--- config.mk ---
export PLATFORM = sky130hd
export DESIGN_NAME = arrow_track
export DESIGN_NICKNAME = d
export VERILOG_FILES = /design/src/rtl/arrow_track_pkg.sv /design/src/rtl/arrow_mask.sv /design/src/rtl/arrow_track.sv
export SDC_FILE = /design/constraint.sdc
export NUM_CORES = 1
export LEC_CHECK = 0
export CORE_ASPECT_RATIO = 1.1
export CORE_UTILIZATION = 50
export DETAILED_ROUTE_END_ITERATION = 8
export GPL_TIMING_DRIVEN = 0
export PLACE_DENSITY = 0.82
export SYNTH_ARGS = -nofsm -noshare
export SYNTH_HDL_FRONTEND = slang
export SYNTH_SLANG_ARGS = --single-unit
export TNS_END_PERCENT = 10
--- constraint.sdc ---
create_clock -name clk -period 3.6 [get_ports clk]
set_clock_uncertainty 0.05 [all_clocks]
set_input_delay 0.72 -clock clk [delete_from_list [all_inputs] [get_ports clk]]
set_output_delay 0.72 -clock clk [all_outputs]
set_load 0.01 [all_outputs]
--- src/rtl/arrow_track_pkg.sv ---
// Shared encodings for the arrow gameplay core and the display stage: states, arrow codes, masks.
// Also carries the saturating score helper used by the judgement logic.
package arrow_track_pkg;

    localparam int ARROW_W = 5;
    localparam int STATE_W = 2;
    localparam int SCORE_W = 14;
    localparam int LFSR_W  = 16;

    typedef logic [ARROW_W-1:0] arrow_t;
    typedef logic [3:0]         btn_mask_t;
    typedef logic [SCORE_W-1:0] score_t;

    localparam logic [STATE_W-1:0] ST_IDLE  = 2'd0;
    localparam logic [STATE_W-1:0] ST_GAME  = 2'd1;
    localparam logic [STATE_W-1:0] ST_PAUSE = 2'd2;

    localparam arrow_t ARROW_UP         = 5'd10;
    localparam arrow_t ARROW_DOWN       = 5'd11;
    localparam arrow_t ARROW_LEFT       = 5'd12;
    localparam arrow_t ARROW_RIGHT      = 5'd13;
    localparam arrow_t ARROW_UP_DOWN    = 5'd14;
    localparam arrow_t ARROW_UP_LEFT    = 5'd15;
    localparam arrow_t ARROW_UP_RIGHT   = 5'd16;
    localparam arrow_t ARROW_DOWN_LEFT  = 5'd17;
    localparam arrow_t ARROW_DOWN_RIGHT = 5'd18;
    localparam arrow_t ARROW_LEFT_RIGHT = 5'd19;
    localparam arrow_t ARROW_NONE       = 5'd20;

    // Button bit order: 3 up, 2 down, 1 left, 0 right.
    localparam btn_mask_t MASK_UP    = 4'b1000;
    localparam btn_mask_t MASK_DOWN  = 4'b0100;
    localparam btn_mask_t MASK_LEFT  = 4'b0010;
    localparam btn_mask_t MASK_RIGHT = 4'b0001;
    localparam btn_mask_t MASK_NONE  = 4'b0000;

    localparam score_t            SCORE_MAX_DEF  = 14'd9999;
    localparam score_t            COMBO_BONUS_TH = 14'd10;
    localparam logic [LFSR_W-1:0] LFSR_SEED_DEF  = 16'hACE1;

    typedef enum logic [1:0] {
        JUDGE_NONE = 2'd0,
        JUDGE_HIT  = 2'd1,
        JUDGE_MISS = 2'd2
    } judge_e;

    function automatic score_t sat_add(input score_t a, input score_t b, input score_t lim);
        logic [SCORE_W:0] sum;
        sum = {1'b0, a} + {1'b0, b};
        return (sum > {1'b0, lim}) ? lim : sum[SCORE_W-1:0];
    endfunction

endpackage

--- src/rtl/arrow_mask.sv ---
// Combinational decoder from arrow code to the set of buttons that must be pressed.
// Zero latency; unknown codes and the none code decode to an empty mask.
module arrow_mask
    import arrow_track_pkg::*;
(
    input  logic [ARROW_W-1:0] code_i,
    output logic [3:0]         mask_o
);

    always_comb begin
        mask_o = MASK_NONE;
        case (code_i)
            ARROW_UP:         mask_o = MASK_UP;
            ARROW_DOWN:       mask_o = MASK_DOWN;
            ARROW_LEFT:       mask_o = MASK_LEFT;
            ARROW_RIGHT:      mask_o = MASK_RIGHT;
            ARROW_UP_DOWN:    mask_o = MASK_UP | MASK_DOWN;
            ARROW_UP_LEFT:    mask_o = MASK_UP | MASK_LEFT;
            ARROW_UP_RIGHT:   mask_o = MASK_UP | MASK_RIGHT;
            ARROW_DOWN_LEFT:  mask_o = MASK_DOWN | MASK_LEFT;
            ARROW_DOWN_RIGHT: mask_o = MASK_DOWN | MASK_RIGHT;
            ARROW_LEFT_RIGHT: mask_o = MASK_LEFT | MASK_RIGHT;
            default:          mask_o = MASK_NONE;
        endcase
    end

endmodule

--- src/rtl/arrow_track.sv ---
// Gameplay core: judges buttons against the target arrow on each beat and shifts in a new random arrow.
// Outputs update one clock after the beat is seen; no backpressure, all outputs registered.
module arrow_track
    import arrow_track_pkg::*;
#(
    parameter int                  NUM_ARROWS_BITS = ARROW_W - 1,
    parameter int                  STATE_BITS      = STATE_W - 1,
    parameter logic [STATE_BITS:0] STATE_IDLE      = ST_IDLE,
    parameter logic [STATE_BITS:0] STATE_GAME      = ST_GAME,
    parameter logic [STATE_BITS:0] STATE_PAUSE     = ST_PAUSE,
    parameter logic [LFSR_W-1:0]   LFSR_SEED       = LFSR_SEED_DEF,
    parameter score_t              SCORE_MAX       = SCORE_MAX_DEF
) (
    input  logic                     clk,
    input  logic                     rst_n,
    input  logic                     metronome_clk,
    input  logic [STATE_BITS:0]      state,
    input  logic [3:0]               btn,
    output logic [NUM_ARROWS_BITS:0] cur_arrow0,
    output logic [NUM_ARROWS_BITS:0] cur_arrow1,
    output logic [NUM_ARROWS_BITS:0] cur_arrow2,
    output logic [NUM_ARROWS_BITS:0] cur_arrow3,
    output logic [SCORE_W-1:0]       score,
    output logic [SCORE_W-1:0]       comboCount,
    output logic                     hit,
    output logic                     miss
);

    localparam int            AW         = NUM_ARROWS_BITS + 1;
    localparam logic [AW-1:0] CODE_NONE  = AW'(ARROW_NONE);
    localparam logic [AW-1:0] CODE_FIRST = AW'(ARROW_UP);

    logic                   met_q, met_prev_q;
    logic [3:0]             btn_q;
    logic [3:0]             pressed_q, pressed_d;
    logic [LFSR_W-1:0]      lfsr_q, lfsr_d;
    logic [3:0][AW-1:0]     arr_q, arr_d;
    score_t                 score_q, score_d;
    score_t                 combo_q, combo_d;
    logic                   hit_q, hit_d;
    logic                   miss_q, miss_d;

    logic                   beat;
    logic [3:0]             btn_rise;
    logic [3:0]             req_mask;
    logic                   lfsr_fb;
    logic [3:0]             lfsr_nib;
    logic [AW-1:0]          new_arrow;
    score_t                 bonus_inc;
    judge_e                 judge;

    assign beat     = met_q & ~met_prev_q;
    assign btn_rise = btn & ~btn_q;

    // Slot 3 is the arrow being judged, slot 0 the newest arrival.
    arrow_mask u_arrow_mask (
        .code_i (ARROW_W'(arr_q[3])),
        .mask_o (req_mask)
    );

    assign lfsr_fb   = lfsr_q[15] ^ lfsr_q[13] ^ lfsr_q[12] ^ lfsr_q[10];
    assign lfsr_nib  = lfsr_q[3:0];
    assign new_arrow = (lfsr_nib < 4'd11) ? CODE_FIRST + AW'(lfsr_nib) : CODE_NONE;
    assign bonus_inc = (combo_q >= COMBO_BONUS_TH) ? score_t'(2) : score_t'(1);

    // An empty target with no presses is neutral; any disagreement is a miss.
    always_comb begin
        judge = JUDGE_NONE;
        if (pressed_q != req_mask) begin
            judge = JUDGE_MISS;
        end else if (req_mask != MASK_NONE) begin
            judge = JUDGE_HIT;
        end
    end

    always_comb begin
        arr_d     = arr_q;
        score_d   = score_q;
        combo_d   = combo_q;
        lfsr_d    = lfsr_q;
        pressed_d = pressed_q;
        hit_d     = 1'b0;
        miss_d    = 1'b0;

        if (state == STATE_GAME) begin
            if (beat) begin
                case (judge)
                    JUDGE_HIT: begin
                        score_d = sat_add(score_q, bonus_inc, SCORE_MAX);
                        combo_d = sat_add(combo_q, score_t'(1), SCORE_MAX);
                        hit_d   = 1'b1;
                    end
                    JUDGE_MISS: begin
                        combo_d = '0;
                        miss_d  = 1'b1;
                    end
                    default: ;
                endcase
                arr_d     = {arr_q[2], arr_q[1], arr_q[0], new_arrow};
                lfsr_d    = {lfsr_q[LFSR_W-2:0], lfsr_fb};
                // A rise landing on the beat cycle belongs to the window that starts now.
                pressed_d = btn_rise;
            end else begin
                pressed_d = pressed_q | btn_rise;
            end
        end else if (state == STATE_PAUSE) begin
            pressed_d = '0;
        end else begin
            arr_d     = {4{CODE_NONE}};
            score_d   = '0;
            combo_d   = '0;
            lfsr_d    = LFSR_SEED;
            pressed_d = '0;
        end
    end

    always_ff @(posedge clk or negedge rst_n) begin
        if (!rst_n) begin
            met_q      <= 1'b0;
            met_prev_q <= 1'b0;
            btn_q      <= '0;
            pressed_q  <= '0;
            lfsr_q     <= LFSR_SEED;
            arr_q      <= {4{CODE_NONE}};
            score_q    <= '0;
            combo_q    <= '0;
            hit_q      <= 1'b0;
            miss_q     <= 1'b0;
        end else begin
            met_q      <= metronome_clk;
            met_prev_q <= met_q;
            btn_q      <= btn;
            pressed_q  <= pressed_d;
            lfsr_q     <= lfsr_d;
            arr_q      <= arr_d;
            score_q    <= score_d;
            combo_q    <= combo_d;
            hit_q      <= hit_d;
            miss_q     <= miss_d;
        end
    end

    assign cur_arrow0 = arr_q[0];
    assign cur_arrow1 = arr_q[1];
    assign cur_arrow2 = arr_q[2];
    assign cur_arrow3 = arr_q[3];
    assign score      = score_q;
    assign comboCount = combo_q;
    assign hit        = hit_q;
    assign miss       = miss_q;

    a_hit_miss_excl: assert property (@(posedge clk) disable iff (!rst_n) !(hit_q && miss_q));
    a_score_bound:   assert property (@(posedge clk) disable iff (!rst_n)
                                      (score_q <= SCORE_MAX) && (combo_q <= SCORE_MAX));
    a_lfsr_live:     assert property (@(posedge clk) disable iff (!rst_n) lfsr_q != '0);

endmodule

==> summary.txt <==
Status - finished, final reports clean
Worst hold path class - primary input to asynchronous set/reset pin
RSZ-0062 raised after global routing - true
Crit end category - flip-flop
Critical Path Source Type - flip-flop
Sequential area share after synthesis - 45.9%
Shortest period the worst path allows - 3480 ps
Max_cap viols - 0
Initial Util - 52.3%
Synth async-reset ratio - 100%
Netlist cell types - 74
Worst-path maximum fanout - 11
Clock root cell - clkbuf_8
Sw Ratio - 26.4%
Clock power share - 37.8%
Final hold vios - 0
Antenna Diode Count - 0
EDFF count, synth - 0
CTS clk-pin slew, worst paths - 80 ps
Synth-to-layout area growth - 25.1%
CP peak stage delay - 440 ps
Setup_tns - 0 ps
Post-synth top flop - dfrtp_1
DP HPWL - 7230 um
Core box area - 0.00800 mm^2
Placement row count - 34
Syn Nets - 443
Remaining global-route overflow - 0
Vias in the first global route - 3522
I/O pin total - 59
Placed Cells - 590
Fin crit share - 96.7%
GRT Total Usage - 25.2%
Htree depth - 3
Remaining antenna violation count - 0
Vias per inst - 6.09
Die height - 97.9 um
Critical Path, Cell by Cell - ha_1, o31ai_2, nand4_1, inv_2, ha_2, inv_1, fa_2, nand3b_1, nor2_4, mux2i_1, a31o_2, o221a_2, a21oi_1, a31oi_1
Chip Width - 89.2 um
Seq pwr share - 53.5%
Final setup fails - 0
Internal Dissipation - 1.23 mW
Cells after synthesis - 423
Final #Nets - 522
Finished Layout Cells - 615
Wirelength per Cell - 17.1 um
CTS tree - built
# clock sinks - 76
Max Transition Viols Final - 0
# DRC - 0
Critical path's slowest cell - dfrtp_2
Cts hold-fix bufs - 0
Final WL - 10500 um
CTS buffer count - 9
Leak - 2.05 nW
Mean Syn Cell Area - 9.89 um^2
CP arrival - 3660 ps
Sw Pwr - 0.440 mW
Clock Latency Late Sink - 360 ps
Pwr Total - 1.67 mW
PnR worst setup slack - 119 ps
Synthesis-stage register bit count - 76
Layout cells sized above 1 - 17.0%
Largest net degree at the start of global routing - 58
DIE AREA - 0.00874 mm^2
Worst Setup Path Type - flip-flop to flip-flop
Required time worst endpoint - 3780 ps
Antenna violations before repair - 0
Max IR drop VDD - 0.285 mV
Pre-CTS WS - -331 ps
Fmax - 287 MHz
DRT Pass-1 Iters - 5
Vias - 3746
Initial DRC Count - 285
First-pass GRT wire length - 17000 um
# port buffers - 58
Clock Path Buffers - 2
Power density cells - 318 mW/mm^2
Synthesis warning total - 0
Syn Std Cell Area - 0.00418 mm^2
GPL Wtd Cong - 0.899
Worst-Margin Slew - 892 ps
Rel. slew slack - 40.1%
Combinational share of power - 8.8%
Hold slack - 185 ps
[power groups by stage]
| stage | clock network, mW | logic, mW | registers [mW] |
|---|---|---|---|
| 2_1_floorplan | 0 | 0.0708 | 0.908 |
| 3_3_place_gp | 0 | 0.133 | 0.908 |
| 3_5_place_dp | 0 | 0.140 | 0.908 |
| 4_1_cts | 0.635 | 0.145 | 0.891 |
| 5_1_grt | 0.672 | 0.160 | 0.893 |
| 6_report | 0.629 | 0.146 | 0.891 |
[path summary, 6_finish.rpt]
path | endpoint | slack, ps | start | cells past startpoint
max | score[11]$_DFFE_PN0P_ | 120 | comboCount[1]$_DFFE_PN0P_ | 14
max in group asynchronous | lfsr_q[6]$_DFFE_PN1P_ | 2700 | rst_n | 2
max reg2reg | score[11]$_DFFE_PN0P_ | 120 | comboCount[1]$_DFFE_PN0P_ | 14
min | met_prev_q$_DFF_PN0_ | 180 | rst_n | 1
min reg2reg | met_prev_q$_DFF_PN0_ | 340 | met_q$_DFF_PN0_ | 0
min in group clk | met_prev_q$_DFF_PN0_ | 340 | met_q$_DFF_PN0_ | 0
[per-stage QoR]
stage               util, %  cell area, um^2
global route           65.4             5230
detailed placement     61.6             4920
CTS                    64.5             5160
global placement       61.2             4900
finish                 65.4             5230
floorplan                 -             4180
[cells in the final DEF, fill, tap and decap left out, types with 3 or more instances in the layout]
| master | count |
|---|---|
| buf_4 | 14 |
| o311ai_0 | 3 |
| inv_1 | 18 |
| nand2_1 | 37 |
| ha_1 | 9 |
| xnor2_1 | 3 |
| a31oi_1 | 11 |
| dfstp_2 | 16 |
| o21a_1 | 4 |
| mux2i_1 | 4 |
| and2_1 | 6 |
| clkdlybuf4s50_1 | 57 |
| dfrtp_1 | 57 |
| nand2b_1 | 3 |
| dfrtp_2 | 3 |
| xor2_1 | 4 |
| clkbuf_8 | 11 |
| o21ai_0 | 23 |
| nand3_1 | 16 |
| buf_2 | 3 |
| o211ai_1 | 3 |
| o22a_1 | 17 |
| buf_6 | 3 |
| a22o_1 | 16 |
| a21oi_1 | 26 |
| clkbuf_1 | 8 |
| nand4_1 | 7 |
| nor2b_1 | 6 |
| nor2_1 | 24 |
| nor4_1 | 7 |
| nor3_1 | 7 |
| and3_1 | 4 |
| o21ai_1 | 7 |
[synthesized netlist by cell type (8+ instances only)]
cell       n  area share (%)
a21oi_1   26             3.1
a22o_1    16             3.4
a31oi_1   11             1.6
clkbuf_1   8            0.72
dfrtp_1   60              36
dfstp_2   16              10
ha_1      10             3.0
inv_1     19             1.7
nand2_1   37             3.3
nand3_1   16             1.9
nor2_1    25             2.2
nor4_1     9             1.3
o21ai_0   23             2.8
o22a_1    17             3.6
[cell type report]
| type | count | area [um^2] |
|---|---|---|
| plain buffers | 16 | 93.8 |
| clock inverters | 4 | 31.3 |
| inverters | 19 | 71.3 |
| fillers | 637 | 2760 |
| clock buffers | 12 | 155 |
| flip-flops and latches | 76 | 1930 |
| repair buffers | 70 | 688 |
| well taps | 108 | 135 |
| multi-input cells | 310 | 2130 |
[logic make-up (layout without fill, tap and decap cells)]
family / after synthesis / count (layout) / share of synthesized area (%)
simple gates: 146 / 146 / 19.7
xor+xnor: 7 / 7 / 1.47
buf+inv: 37 / 121 / 4.16
compound gates: 139 / 139 / 23.5
mux: 7 / 7 / 1.76
flops: 76 / 76 / 45.9
fa+ha+maj: 11 / 11 / 3.47
[flip-flops by register name, summed over array words and instances (netlist names)]
register,cells
lfsr_q,16
miss,1
comboCount,14
pressed_q,4
score,14
met_q,1
btn_q,4
cur_arrow3,5
cur_arrow1,5
cur_arrow2,5
hit,1
met_prev_q,1
cur_arrow0,5
[critical path: cells and delay by family (launching register included)]
family / cells / cell delay [ps]
fa+ha+maj: 3 / 800
compound gates: 5 / 1080
mux: 1 / 90
buf+inv: 2 / 170
simple gates: 3 / 730
flops: 1 / 440
[metal layers]
metal  track usage [%]  up-vias  wire length (um)
met5                 0        -                 0
met4              8.42        0               197
met3              5.92       19               681
met2              39.4      176              5060
met1              34.5     1787              4600
li1                  -     1764                 -
[what timing repair did]
| item | CTS | global route |
|---|---|---|
| setup endpoints to repair | 13 | 13 |
| pin swaps | 2 | 3 |
| gates cloned | 0 | 0 |
| resized for setup | 8 | 6 |
| setup buffers | 4 | 7 |
Power figures use the tool's default switching activity.
